File: src/rtl/vga_timing_pkg.sv
// vga_timing_pkg: shared 640x480@60 raster constants and helpers
// for the VGA timing path.
package vga_timing_pkg;

    localparam int COORD_W = 10;

    localparam int DEF_CLK_DIV = 4;
    localparam int DEF_H_DISP  = 640;
    localparam int DEF_H_FP    = 16;
    localparam int DEF_H_SYNC  = 96;
    localparam int DEF_H_BP    = 48;
    localparam int DEF_V_DISP  = 480;
    localparam int DEF_V_FP    = 10;
    localparam int DEF_V_SYNC  = 2;
    localparam int DEF_V_BP    = 33;

    typedef logic [COORD_W-1:0] coord_t;

    typedef struct packed {
        coord_t lo;
        coord_t hi;
    } sync_range_t;

    function automatic int span(
        input int disp,
        input int fp,
        input int sync,
        input int bp
    );
        return disp + fp + sync + bp;
    endfunction

    localparam int DEF_H_TOTAL =
        span(DEF_H_DISP, DEF_H_FP, DEF_H_SYNC, DEF_H_BP);
    localparam int DEF_V_TOTAL =
        span(DEF_V_DISP, DEF_V_FP, DEF_V_SYNC, DEF_V_BP);

    // Sync pulse occupies the slots right after the front porch.
    function automatic sync_range_t sync_range(
        input int disp,
        input int fp,
        input int sync
    );
        sync_range_t r;
        r.lo = coord_t'(disp + fp);
        r.hi = coord_t'(disp + fp + sync - 1);
        return r;
    endfunction

endpackage

File: src/rtl/vga_sync_gen_pixel_tick_gen.sv
// pixel_tick_gen: divides the system clock into a one-clk
// pixel enable every CLK_DIV clocks.
module pixel_tick_gen
    import vga_timing_pkg::*;
#(
    parameter int CLK_DIV = DEF_CLK_DIV
) (
    input  logic clk,
    input  logic reset,
    output logic p_tick
);

    localparam int DW = $clog2(CLK_DIV);
    localparam logic [DW-1:0] DIV_LAST = DW'(CLK_DIV - 1);

    logic [DW-1:0] div_q;
    logic [DW-1:0] div_d;

    always_comb begin
        div_d = div_q + DW'(1);
        if (div_q == DIV_LAST) begin
            div_d = '0;
        end
    end

    always_ff @(posedge clk) begin
        if (reset) begin
            div_q <= '0;
        end else begin
            div_q <= div_d;
        end
    end

    assign p_tick = (div_q == DIV_LAST);

endmodule

File: src/rtl/vga_sync_gen.sv
// vga_sync_gen: raster counters, registered sync pins and
// blanking/coordinate decodes for the VGA display path.
module vga_sync_gen
    import vga_timing_pkg::*;
#(
    parameter int CLK_DIV     = DEF_CLK_DIV,
    parameter int H_DISP      = DEF_H_DISP,
    parameter int H_FP        = DEF_H_FP,
    parameter int H_SYNC      = DEF_H_SYNC,
    parameter int H_BP        = DEF_H_BP,
    parameter int V_DISP      = DEF_V_DISP,
    parameter int V_FP        = DEF_V_FP,
    parameter int V_SYNC      = DEF_V_SYNC,
    parameter int V_BP        = DEF_V_BP,
    parameter int SYNC_ACTIVE = 0
) (
    input  logic               clk,
    input  logic               reset,
    output logic               p_tick,
    output logic               hsync,
    output logic               vsync,
    output logic               video_on,
    output logic [COORD_W-1:0] pixel_x,
    output logic [COORD_W-1:0] pixel_y,
    output logic               frame_start
);

    localparam int H_TOTAL = span(H_DISP, H_FP, H_SYNC, H_BP);
    localparam int V_TOTAL = span(V_DISP, V_FP, V_SYNC, V_BP);

    localparam coord_t H_LAST = coord_t'(H_TOTAL - 1);
    localparam coord_t V_LAST = coord_t'(V_TOTAL - 1);
    localparam coord_t H_VIS  = coord_t'(H_DISP);
    localparam coord_t V_VIS  = coord_t'(V_DISP);

    localparam sync_range_t HS = sync_range(H_DISP, H_FP, H_SYNC);
    localparam sync_range_t VS = sync_range(V_DISP, V_FP, V_SYNC);

    localparam logic SYNC_ON  = (SYNC_ACTIVE != 0);
    localparam logic SYNC_OFF = !SYNC_ON;

    logic   tick;
    logic   line_end;
    logic   frame_end;
    coord_t h_q, h_d;
    coord_t v_q, v_d;
    logic   hs_q, hs_d;
    logic   vs_q, vs_d;

    pixel_tick_gen #(
        .CLK_DIV (CLK_DIV)
    ) u_tick (
        .clk    (clk),
        .reset  (reset),
        .p_tick (tick)
    );

    assign line_end  = (h_q == H_LAST);
    assign frame_end = line_end && (v_q == V_LAST);

    always_comb begin
        h_d = h_q;
        v_d = v_q;
        if (tick) begin
            h_d = line_end ? '0 : h_q + coord_t'(1);
            if (line_end) begin
                v_d = frame_end ? '0 : v_q + coord_t'(1);
            end
        end
    end

    // Syncs follow the next-state counters so they land on the
    // same edge as the coordinates they belong to.
    always_comb begin
        hs_d = SYNC_OFF;
        vs_d = SYNC_OFF;
        if (h_d >= HS.lo && h_d <= HS.hi) begin
            hs_d = SYNC_ON;
        end
        if (v_d >= VS.lo && v_d <= VS.hi) begin
            vs_d = SYNC_ON;
        end
    end

    always_ff @(posedge clk) begin
        if (reset) begin
            h_q  <= '0;
            v_q  <= '0;
            hs_q <= SYNC_OFF;
            vs_q <= SYNC_OFF;
        end else begin
            h_q  <= h_d;
            v_q  <= v_d;
            hs_q <= hs_d;
            vs_q <= vs_d;
        end
    end

    assign p_tick      = tick;
    assign hsync       = hs_q;
    assign vsync       = vs_q;
    assign pixel_x     = h_q;
    assign pixel_y     = v_q;
    assign video_on    = (h_q < H_VIS) && (v_q < V_VIS);
    assign frame_start = tick && frame_end;

endmodule
File: config.mk
export PLATFORM = sky130hd
export DESIGN_NAME = vga_sync_gen
export DESIGN_NICKNAME = d
export VERILOG_FILES = /design/src/rtl/vga_timing_pkg.sv /design/src/rtl/vga_sync_gen_pixel_tick_gen.sv /design/src/rtl/vga_sync_gen.sv
export SDC_FILE = /design/constraint.sdc
export NUM_CORES = 1
export LEC_CHECK = 0
export ABC_AREA = 1
export BUFFER_PORTS_ARGS = -buffer_cell sky130_fd_sc_hd__buf_4
export CAP_MARGIN = 20
export CELL_PAD_IN_SITES_DETAIL_PLACEMENT = 0
export CELL_PAD_IN_SITES_GLOBAL_PLACEMENT = 1
export CORE_ASPECT_RATIO = 0.6
export CORE_UTILIZATION = 38
export DETAILED_ROUTE_END_ITERATION = 7
export PLACE_DENSITY_LB_ADDON = 0.25
export SKIP_LAST_GASP = 1
export SLEW_MARGIN = 10
export SYNTH_ARGS = -nofsm -noshare
export SYNTH_HDL_FRONTEND = slang
export SYNTH_SLANG_ARGS = --single-unit
File: constraint.sdc
create_clock -name clk -period 1.9 [get_ports clk]
set_input_delay 0.38 -clock clk [delete_from_list [all_inputs] [get_ports clk]]
set_output_delay 0.38 -clock clk [all_outputs]
set_load 0.1 [all_outputs]
; Word level (Yosys, flattened, before mapping)
; Index checks and enable logic that the tools add are counted.
[totals]
output_inout_bits = 25
romBits = 0
ramBits = 0
latch_bits = 0
ff_bits = 24
wordCells = 30
memories = 0
[classes]
n_shift = 0
bitwise = 0
eq_ne = 3
n_mul = 0
muxes = 7
order_cmp = 6
n_div = 0
n_reduce_logical = 6
n_addsub = 3
[op_table]
columns = op, n
row1 = two-way mux 10 bit, 5
row2 = "adder 10 x 1 -> 10 bit, second input constant", 2
row3 = "== test 10 bit, second input constant", 2
row4 = ">= comparator 10 bit, second input constant", 1
row5 = ">= comparator 10 x 9 -> 1 bit, second input constant", 1
row6 = "less-or-equal comparator 10 bit, second input constant", 1
row7 = "less-or-equal comparator 10 x 9 -> 1 bit, second input constant", 1
row8 = "< comparator 10 bit, second input constant", 1
row9 = "< comparator 10 x 9 -> 1 bit, second input constant", 1
row10 = logical AND 1 bit, 5
row11 = "adder 2 x 1 -> 2 bit, second input constant", 1
row12 = "== test 2 bit, second input constant", 1
row13 = two-way mux 1 bit, 2
row14 = OR reduction 2 bit, 1

; Longest topological paths before layout
[depth]
ltp_word = 8
depth_mapped = 13

; Cells and area by module
; From an unflattened synthesis, not the netlist that was laid out.
[unflattened]
cells_unflattened = 213
area_unflattened_um2 = 1456.4
[modules_own_cells]
columns = module, area_each_um2, cells_per_inst, seq_area_each_um2, n_inst
row1 = vga_sync_gen, 1381.3, 204, 440.4, 1
row2 = pixel_tick_gen, 75.1, 9, 40.0, 1

; Least setup slack after synthesis
; No wires, ideal clock.
[synth_timing]
path_type = register -> output
from = reg u_tick.div_q[0]
to = out frame_start
arrival_time_ns = 2.418
required_time_ns = 1.520
n_path_buf = 2
path_stages_with_launch = 6
slack_ns = -0.898
path_cell_list = dfxtp_1 > ha_1 > buf_4 > clkbuf_1 > nand3_2 > inv_1
[synth_between]
elab_chain_cells = 2
[synth_rtl]
columns = element, line_no
row1 = from (decl), vga_sync_gen_pixel_tick_gen.sv:16  ; logic [DW-1:0] div_q;
row2 = from (signal assigned), vga_sync_gen_pixel_tick_gen.sv:30  ; div_q <= div_d;
row3 = == test 2 bit, vga_sync_gen_pixel_tick_gen.sv:34  ; assign p_tick = (div_q == DIV_LAST);
row4 = named net p_tick, vga_sync_gen.sv:19  ; output logic p_tick,
row5 = logical AND 1 bit, vga_sync_gen.sv:105  ; assign frame_start = tick && frame_end;
row6 = to (decl), vga_sync_gen.sv:25  ; output logic frame_start
; The timed path passes the listed nets, and every way through them passes these cells.

; Worst setup path after layout
[layout_timing]
from = reg v_q[2], in the netlist pixel_y[2]
to = out frame_start
[layout_between]
elab_chain_cells = 3
[layout_rtl]
columns = element, line_no
row1 = from (decl), vga_sync_gen.sv:46  ; coord_t v_q, v_d;
row2 = from (signal assigned), vga_sync_gen.sv:93  ; v_q <= v_d;
row3 = == test 10 bit, vga_sync_gen.sv:59  ; assign frame_end = line_end && (v_q == V_LAST);
row4 = logical AND 1 bit, vga_sync_gen.sv:59
row5 = logical AND 1 bit, vga_sync_gen.sv:105
; Every way passes these cells.

==> impl_metrics.xml <==
<?xml version="1.0" encoding="UTF-8"?>
<metrics>
  <group name="synth">
    <metric name="syn_area" unit="µm²">1380</metric>
    <metric name="synth_enable_flop_cells" unit="">0</metric>
    <metric name="biggest_area_contributors_in_the_synthesized_netlist" unit="">dfxtp_1, nand2_1, nor2_1</metric>
    <metric name="synthesis.nets" unit="">206</metric>
    <metric name="synth_seq_cells" unit="">24</metric>
    <metric name="async_flop_share" unit="">0</metric>
    <metric name="yosys-top-cells-count" unit="">nand2_1, nor2_1, inv_1, dfxtp_1, nand3_1</metric>
    <metric name="yosys.area.top_type_share" unit="">0.348</metric>
    <metric name="netlist-cell-type-count" unit="">28</metric>
    <metric name="ys_dominant_reg_cell" unit="">dfxtp_1</metric>
    <metric name="synth-seq-area-share" unit="">0.348</metric>
    <metric name="cell_count_after_synthesis" unit="">200</metric>
    <metric name="syn_avg_cell_area" unit="µm²">6.91</metric>
    <metric name="ys_warn_count" unit="">0</metric>
    <metric name="synth_top_area_cell" unit="">dfxtp_1</metric>
    <metric name="yosys.cell_count.top_type" unit="">nand2_1</metric>
  </group>
  <group name="timing">
    <metric name="final_period_minus_worst_setup_slack" unit="ns">1.84</metric>
    <metric name="finalClockSkew" unit="ns">0.00276</metric>
    <metric name="setup_viol" unit="">0</metric>
    <metric name="hold_slack" unit="ns">0.361</metric>
    <metric name="final_slew_violations" unit="">0</metric>
    <metric name="maxSlewHeadroom" unit="">0.789</metric>
    <metric name="finalCritPeriodShare" unit="">0.967</metric>
    <metric name="report.final.hold_viol_count" unit="">0</metric>
    <metric name="worst-slew-pin-transition" unit="ns">0.314</metric>
    <metric name="achievable-frequency" unit="MHz">544</metric>
    <metric name="rsz0062_at_grt" unit="">true</metric>
  </group>
  <group name="critical_path">
    <metric name="kind_of_end_point_of_the_critical_path" unit="">output port</metric>
    <metric name="critical_path.startpoint_type" unit="">flop</metric>
    <metric name="critical_path_arrival" unit="ns">1.46</metric>
    <metric name="path_max_fanout" unit="">4</metric>
    <metric name="data_required_time_of_the_worst_path" unit="ns">1.52</metric>
    <metric name="worstSetupPathType" unit="">flop to output port</metric>
  </group>
  <group name="die">
    <metric name="chipWidth" unit="µm">79.8</metric>
    <metric name="die_area" unit="µm²">3890</metric>
    <metric name="std_cell_rows" unit="">16</metric>
    <metric name="die_ht" unit="µm">48.7</metric>
    <metric name="ioPinCount" unit="">27</metric>
    <metric name="core_area" unit="µm²">3360</metric>
    <metric name="initial_core_util" unit="">0.411</metric>
  </group>
  <group name="detailed_routing">
    <metric name="totalWireLength" unit="mm">3.51</metric>
    <metric name="drt_iter0_drc" unit="">85</metric>
    <metric name="route.vias.total" unit="">1353</metric>
    <metric name="routed_via_density" unit="">4.83</metric>
    <metric name="drt_first_pass_iters" unit="">4</metric>
    <metric name="post-route-drc-count" unit="">0</metric>
    <metric name="post_drt_wl_per_cell" unit="µm">12.5</metric>
    <metric name="count_of_nets_left_with_antenna_violations_after_detail_routing" unit="">0</metric>
  </group>
  <group name="pwr">
    <metric name="power.density" unit="nW/µm²">513</metric>
    <metric name="static_leak" unit="nW">0.805</metric>
    <metric name="final_total_pwr" unit="mW">0.959</metric>
    <metric name="vdd_drop_max" unit="mV">0.281</metric>
  </group>
  <group name="clock_tree">
    <metric name="clock-root-buffer" unit="">clkbuf_8</metric>
    <metric name="worstSkewPairLatency" unit="ns">0.27</metric>
    <metric name="tritoncts_num_sinks" unit="">24</metric>
    <metric name="clkTransAtPathRegs" unit="ns">0.09</metric>
    <metric name="tritoncts_clock_tree" unit="">done</metric>
    <metric name="ctsLongestPathBuffers" unit="">2</metric>
    <metric name="cts-buffers-inserted" unit="">3</metric>
    <metric name="maximum_level_of_the_cts_h_tree" unit="">1</metric>
  </group>
  <group name="finish">
    <metric name="fin_nets" unit="">242</metric>
    <metric name="syn_to_final_growth" unit="%">35.3</metric>
    <metric name="insertedDiodeCount" unit="">0</metric>
    <metric name="post_route_cells_drive_above_1_share" unit="">0.357</metric>
    <metric name="final_cell_area" unit="µm²">1870</metric>
    <metric name="finish.cell_count_without_fillers" unit="">280</metric>
  </group>
  <group name="status">
    <metric name="outcome" unit="">completed</metric>
  </group>
  <group name="grt">
    <metric name="grt_util_all_layers" unit="">0.198</metric>
    <metric name="grt_first_pass_wirelength" unit="mm">5.93</metric>
    <metric name="maximum_number_of_pins_on_one_net_before_global_route_repair" unit="">18</metric>
    <metric name="overflow" unit="">0</metric>
    <metric name="initial_antenna_violation_count" unit="">0</metric>
    <metric name="first_global_vias" unit="">1221</metric>
  </group>
  <group name="placement">
    <metric name="placedInstanceArea" unit="µm²">1720</metric>
    <metric name="finalWeightedCongestion" unit="">0.859</metric>
    <metric name="numPlacedInstances" unit="">269</metric>
    <metric name="dp.final_hpwl" unit="mm">2.69</metric>
    <metric name="total_of_buffers_placed_on_input_and_output_ports" unit="">26</metric>
  </group>
  <group name="min_path">
    <metric name="worstHoldPathType" unit="">primary input to flop</metric>
  </group>
  <group name="job">
    <metric name="timing.max_cap.violations" unit="">0</metric>
  </group>
</metrics>
## kinds of logic after synthesis
family          synth area share
compound gates            0.0480
xor+xnor                  0.0190
simple gates               0.462
fa+ha+maj                 0.0362
buf+inv                   0.0870
flops                      0.348
## critical path, cell delays in order, from the launching register on
cell        delay [ns]
dfxtp_4           0.37
nand2_1           0.09
inv_1             0.09
nand3_1           0.11
nor2_4            0.17
nand3_4           0.10
clkinvlp_4        0.09
buf_12            0.16
## placed cells by master (no fill, tap or decap), drive strengths merged, types with 2 or more instances in the layout
cell type  count
nor3           2
nand3         25
o21ai          4
xor2           2
nor2          47
buf           34
a21oi          3
nand2         45
ha             4
dfxtp         24
nand4          6
inv           27
clkbuf         4
## area by class of cell
class / instances / area [µm²]
Clock buffer: 4 / 55.1
Fill cell: 341 / 1490
Inverter: 28 / 109
Multi-Input combinational cell: 145 / 826
Sequential cell: 24 / 543
Tap cell: 45 / 56.3
Timing Repair Buffer: 34 / 280
## routing by layer
metal / wire [µm] / vias to the layer above / share of wire / track usage
li1: - / 709 / - / -
met1: 1940 / 594 / 0.55 / 0.327
met2: 1240 / 48 / 0.35 / 0.252
met3: 312 / 2 / 0.089 / 0.0566
met4: 12 / 0 / 0.0034 / 0.0179
met5: 0 / - / 0 / 0
## sequential cells by signal, summed over array words and instances, names as in the netlist
| name | count |
|---|---|
| vsync | 1 |
| hsync | 1 |
| pixel_y | 10 |
| u_tick.div_q | 2 |
| pixel_x | 10 |
## what timing repair did
item / 4_1_cts / 5_1_grt
resized for setup: 4 / 2
hold buffers: 0 / 0
hold endpoints to repair: 0 / 0
pin swaps: 2 / 4
endpoints found under the setup margin: 1 / 2
buffers inserted: 2 / 5
## where the power goes
part           total [mW]  internal, mW  switching, mW  leakage (nW)
sequential          0.500         0.491        0.00910         0.209
clock               0.361         0.185          0.175        0.0288
combinational      0.0982        0.0308         0.0674         0.567
## metrics by stage
stage	setup slack, ns	utilization	TNS (ns)
after floorplan	-0.0188	-	-0.0188
after global placement	0.147	0.513	0
after detailed placement	0.161	0.513	0
after CTS	-0.00290	0.538	-0.00290
after global routing	-0.0146	0.556	-0.0146
final	0.0624	0.556	0
## worst paths after layout
check	from	endpoint	slack, ns	depth (start not counted)
worst min-delay path	reset	pixel_y[2]$_SDFF_PP0_	0.36	2
worst min register to register	u_tick.div_q[0]$_SDFF_PP0_	u_tick.div_q[0]$_SDFF_PP0_	0.47	1
worst max-delay path	pixel_y[2]$_SDFF_PP0_	frame_start	0.06	7
worst max register to register	u_tick.div_q[0]$_SDFF_PP0_	hsync$_SDFF_PP1_	0.27	12
(Power assumes the default switching activity.)
